==> src/rtl/mem_arb_pkg.sv <==
// Shared types for the two-requester memory arbiter.
// Holds the FSM state enum, owner encoding and default widths.
package mem_arb_pkg;

  localparam int ADDR_W_DEF = 64;
  localparam int DATA_W_DEF = 64;

  typedef enum logic [1:0] {
    IDLE,
    ACCESS,
    RESP
  } state_t;

  typedef enum logic {
    OWN_IF,
    OWN_LS
  } owner_t;

endpackage

==> src/rtl/rr_pick.sv <==
// Two-way round-robin selector.
// Ports: a_valid/b_valid requests, last_b last grant was b, pick_a/pick_b one-hot grant.
module rr_pick (
  input  logic a_valid,
  input  logic b_valid,
  input  logic last_b,
  output logic pick_a,
  output logic pick_b
);

  // On a conflict, favour whoever did not win last time.
  assign pick_a = a_valid && (!b_valid || last_b);
  assign pick_b = b_valid && (!a_valid || !last_b);

endmodule

==> src/rtl/mem_arbiter.sv <==
// Arbitrates fetch and load/store requests onto one memory port.
// Ports: clk/rst, if_* fetch req/resp, ls_* load/store req/resp, men..rdata memory port.
module mem_arbiter
  import mem_arb_pkg::*;
#(
  parameter int ADDR_W = ADDR_W_DEF,
  parameter int DATA_W = DATA_W_DEF
) (
  input  logic              clk,
  input  logic              rst,
  input  logic              if_req_valid,
  output logic              if_req_ready,
  input  logic [ADDR_W-1:0] if_addr,
  output logic              if_resp_valid,
  output logic [DATA_W-1:0] if_rdata,
  input  logic              ls_req_valid,
  output logic              ls_req_ready,
  input  logic              ls_wen,
  input  logic [ADDR_W-1:0] ls_addr,
  input  logic [DATA_W-1:0] ls_wdata,
  input  logic [DATA_W/8-1:0] ls_wmask,
  output logic              ls_resp_valid,
  output logic [DATA_W-1:0] ls_rdata,
  output logic              men,
  output logic              mwen,
  output logic [ADDR_W-1:0] raddr,
  output logic [ADDR_W-1:0] waddr,
  output logic [DATA_W-1:0] wdata,
  output logic [DATA_W/8-1:0] wmask,
  input  logic [DATA_W-1:0] rdata
);

  state_t state;
  owner_t last_gnt;
  owner_t owner;
  logic [DATA_W-1:0] resp_q;
  logic pick_if;
  logic pick_ls;
  logic gnt_if;
  logic gnt_ls;

  rr_pick u_pick (
    .a_valid (if_req_valid),
    .b_valid (ls_req_valid),
    .last_b  (last_gnt == OWN_LS),
    .pick_a  (pick_if),
    .pick_b  (pick_ls)
  );

  // Grants only exist in IDLE and never while reset is held.
  assign gnt_if = pick_if && (state == IDLE) && !rst;
  assign gnt_ls = pick_ls && (state == IDLE) && !rst;

  assign if_req_ready = gnt_if;
  assign ls_req_ready = gnt_ls;
  assign if_rdata = resp_q;
  assign ls_rdata = resp_q;

  // Memory port registers double as the latched request.
  always_ff @(posedge clk or posedge rst) begin
    if (rst) begin
      state         <= IDLE;
      last_gnt      <= OWN_IF;
      owner         <= OWN_IF;
      men           <= 1'b0;
      mwen          <= 1'b0;
      raddr         <= '0;
      waddr         <= '0;
      wdata         <= '0;
      wmask         <= '0;
      resp_q        <= '0;
      if_resp_valid <= 1'b0;
      ls_resp_valid <= 1'b0;
    end else begin
      case (state)
        IDLE: begin
          if (gnt_if) begin
            state    <= ACCESS;
            owner    <= OWN_IF;
            last_gnt <= OWN_IF;
            men      <= 1'b1;
            raddr    <= if_addr;
          end else if (gnt_ls) begin
            state    <= ACCESS;
            owner    <= OWN_LS;
            last_gnt <= OWN_LS;
            men      <= 1'b1;
            mwen     <= ls_wen;
            if (ls_wen) begin
              waddr <= ls_addr;
              wdata <= ls_wdata;
              wmask <= ls_wmask;
            end else begin
              raddr <= ls_addr;
            end
          end
        end
        ACCESS: begin
          state         <= RESP;
          men           <= 1'b0;
          mwen          <= 1'b0;
          raddr         <= '0;
          waddr         <= '0;
          wdata         <= '0;
          wmask         <= '0;
          resp_q        <= mwen ? '0 : rdata;
          if_resp_valid <= (owner == OWN_IF);
          ls_resp_valid <= (owner == OWN_LS);
        end
        RESP: begin
          state         <= IDLE;
          if_resp_valid <= 1'b0;
          ls_resp_valid <= 1'b0;
        end
        default: state <= IDLE;
      endcase
    end
  end

endmodule

==> config.mk <==
export PLATFORM = sky130hd
export DESIGN_NAME = mem_arbiter
export DESIGN_NICKNAME = d
export VERILOG_FILES = /design/src/rtl/mem_arb_pkg.sv /design/src/rtl/rr_pick.sv /design/src/rtl/mem_arbiter.sv
export SDC_FILE = /design/constraint.sdc
export NUM_CORES = 1
export LEC_CHECK = 0
export ABC_AREA = 0
export CAP_MARGIN = 20
export CORE_AREA = 2 2 235 237
export CTS_BUF_LIST = sky130_fd_sc_hd__clkbuf_4 sky130_fd_sc_hd__clkbuf_8
export CTS_CLUSTER_SIZE = 10
export DETAILED_ROUTE_END_ITERATION = 8
export DIE_AREA = 0 0 237 239
export GPL_ROUTABILITY_DRIVEN = 0
export PLACE_DENSITY = 0.56
export SYNTH_ARGS = -nofsm -noshare
export SYNTH_HDL_FRONTEND = slang
export SYNTH_SLANG_ARGS = --single-unit
==> constraint.sdc <==
create_clock -name clk -period 26.4 [get_ports clk]
set_input_delay 5.28 -clock clk [delete_from_list [all_inputs] [get_ports clk]]
set_output_delay 5.28 -clock clk [all_outputs]
set_load 0.03 [all_outputs]
==> impl_metrics.py <==
metrics = {
    "setup_path": {
        "critPathLaunch": "rst",
        "critPathKind": "primary input to output port",
        "worstSetupEndpointType": "output port",
        "timing.rr.end": "waddr[54]",
        "crit_path_max_fanout": 5,
        "cp.required_ns": 21.12,
        "rrSetupSlack_ns": 23.17,
        "startpoint_type": "primary input",
        "crit_arrival_ns": 7.11,
        "rr_worst_depth": 8,
        "reg2reg_from": "state[1]",
    },
    "floorplan": {
        "die_x_um": 237,
        "die_y_um": 239,
        "io_pins": 603,
        "rows": 86,
        "initial_core_util_pct": 19.6,
        "core_sq_um": 54300,
        "dieArea_sq_um": 56600,
    },
    "clocking": {
        "cts_buffers": 51,
        "cts_root_buffer": "clkbuf_8",
        "post-cts-setup-buffer-count": 0,
        "clk_pin_slew_ns": 0.06,
        "htree_levels": 2,
        "cts_tree": "done",
        "clkLatencyLatePin_ns": 0.61,
        "cts.repair.resized": 0,
        "numClockSinks": 271,
        "holdBufCountCts": 0,
        "clockBufferDepth": 3,
    },
    "power_and_ir_drop": {
        "leakage_nw": 8.22,
        "power_density_nw_per_um2": 126,
        "vdd_drop_max_mv": 0.0585,
        "p_total_w": 0.00227,
    },
    "synth": {
        "synth_seq_cells": 271,
        "synth_flop_cell": "dfrtp_1",
        "async_flop_share_pct": 100,
        "syn_inst": 771,
        "yosysTopAreaCellShare_pct": 63.5,
        "syn_area_per_cell_sq_um": 13.8,
        "synth_nets": 1044,
        "ys_types": 28,
        "ys_seq_area_share_pct": 63.5,
        "synth_top_cell_by_area": "dfrtp_1",
        "synth_edf_count": 0,
        "synth_warnings": 0,
        "synth_common_cells": "dfrtp_1, a22o_1, buf_4, a21o_1, buf_2",
        "synth_area_sq_um": 10700,
        "synth.most_common_cell": "dfrtp_1",
        "synth_area_leaders": "dfrtp_1, a22o_1, buf_4",
    },
    "route": {
        "via_per_inst": 4.32,
        "num_vias": 8877,
        "drtAntennaViolNets": 0,
        "routed_wl_mm": 40.4,
        "drtIter0Drc": 271,
        "wl_per_cell_um": 19.7,
        "dr.pass1.iters": 4,
        "drc": 0,
    },
    "finish": {
        "nets": 1585,
        "syn_to_final_growth_pct": 68.7,
        "drive_gt1_share_pct": 8.31,
        "finish.utilization_pct": 33.1,
    },
    "worst_hold_path": {
        "holdPathEnd": "raddr[37]",
        "min_from": "raddr[37]",
        "min_path_type": "flop to flop",
        "holdPathStages": 1,
    },
    "outcome": {
        "status": "finished clean",
    },
    "sta": {
        "min_period_over_period_pct": 46.9,
        "slew_viol_final": 0,
        "fin_setup_tns_ns": 0,
        "finalSetupViolations": 0,
        "slew_headroom_pct": 35.0,
        "max_freq_ghz": 0.0807,
        "tightest_slew_ns": 0.974,
        "fin_crit_ns": 12.39,
        "skew_ns": 0.0262,
        "rsz0062_at_grt": "no",
        "hold_viol": 0,
    },
    "placement": {
        "dpl.hpwl_mm": 28.5,
        "io_buffers": 602,
    },
    "grt": {
        "grt_first_pass_wirelength_mm": 59.9,
        "grt_use_total_pct": 13.8,
        "grt_pass1_vias": 9516,
        "overflow": 0,
        "grt_max_degree": 81,
        "antenna_found_initial": 2,
    },
    "flow_run": {
        "cap_violations": 0,
    },
}
-- layout by cell type (no fill, tap or decap), drive strengths merged, types with 2 or more instances in the layout --
master	netlist	final
clkbuf	16	80
o21ai	6	6
a22o	264	264
nand2	7	7
a21o	64	64
nand2b	2	2
buf	111	13
diode	0	2
dfrtp	271	271
inv	7	8
nor2	5	5
clkdlybuf4s50	0	602
clkinv	0	6
ha	4	4
-- logic make-up (layout without fill, tap and decap cells) --
kind of cell,count (synthesis),after routing,share of synthesized area (%)
other cells,0,2,0
fa+ha+maj,4,4,0.469
flops,271,271,63.5
simple gates,20,20,1.02
mux,1,1,0.106
compound gates,341,341,27.1
buf+inv,134,711,7.77
-- metrics by stage --
| step | hold WS (ns) | area, sq um | std cells | setup WS (ns) |
|---|---|---|---|---|
| 2_1_floorplan | 0.541 | 10700 | 771 | 13.65 |
| 3_3_place_gp | 0.458 | 16900 | 1963 | 14.04 |
| 3_5_place_dp | 0.464 | 16900 | 1963 | 14.02 |
| 4_1_cts | 0.477 | 18000 | 2052 | 14.02 |
| 5_1_grt | 0.486 | 18000 | 2054 | 13.94 |
| 6_report | 0.472 | 18000 | 2054 | 14.01 |
-- metal layers --
metal | global-route usage (%) | part of all wire [%] | vias up
li1 | - | - | 3952
met2 | 24.0 | 50 | 437
met4 | 5.33 | 2.9 | 0
met3 | 4.95 | 8.6 | 64
met1 | 15.3 | 38 | 4424
met5 | 0 | 0 | -
-- report_power, final --
part	switching [W]	internal (W)	total (W)
Combinational	0.000675	0.000493	0.00117
Sequential	0.000103	0.000565	0.000668
Clock	0.000182	0.000251	0.000433
Total	0.000960	0.00131	0.00227
-- area by class of cell --
| type | count | area, sq um |
|---|---|---|
| fillers | 5382 | 36300 |
| flip-flops and latches | 271 | 6780 |
| repair buffers | 615 | 6120 |
| multi-input cells | 366 | 3090 |
| clock buffers | 80 | 1010 |
| well taps | 704 | 881 |
| clock inverters | 9 | 76.3 |
| inverters | 7 | 33.8 |
| diodes | 2 | 5.00 |
-- critical path, cell delays in order --
cell             delay [ns]
clkdlybuf4s50_1        0.55
and3b_1                0.32
nand2_1                0.10
inv_2                  0.09
clkdlybuf4s50_1        0.76
-- worst max-delay path by stage --
stage	cells after the start	slack, ns	end
finish	5	14.01	ls_req_ready
global route	5	13.94	ls_req_ready
CTS	5	14.02	ls_req_ready
detailed placement	5	14.02	ls_req_ready
global placement	5	14.04	ls_req_ready
floorplan	1	13.65	if_rdata[0]
-- registers in the layout (all words and copies together), names as in the netlist --
name / flops
waddr: 64
wmask: 8
mwen: 1
if_rdata: 64
ls_resp_valid: 1
raddr: 64
if_resp_valid: 1
owner: 1
men: 1
state: 2
wdata: 64
No activity file was read; power rests on OpenSTA's default activity.
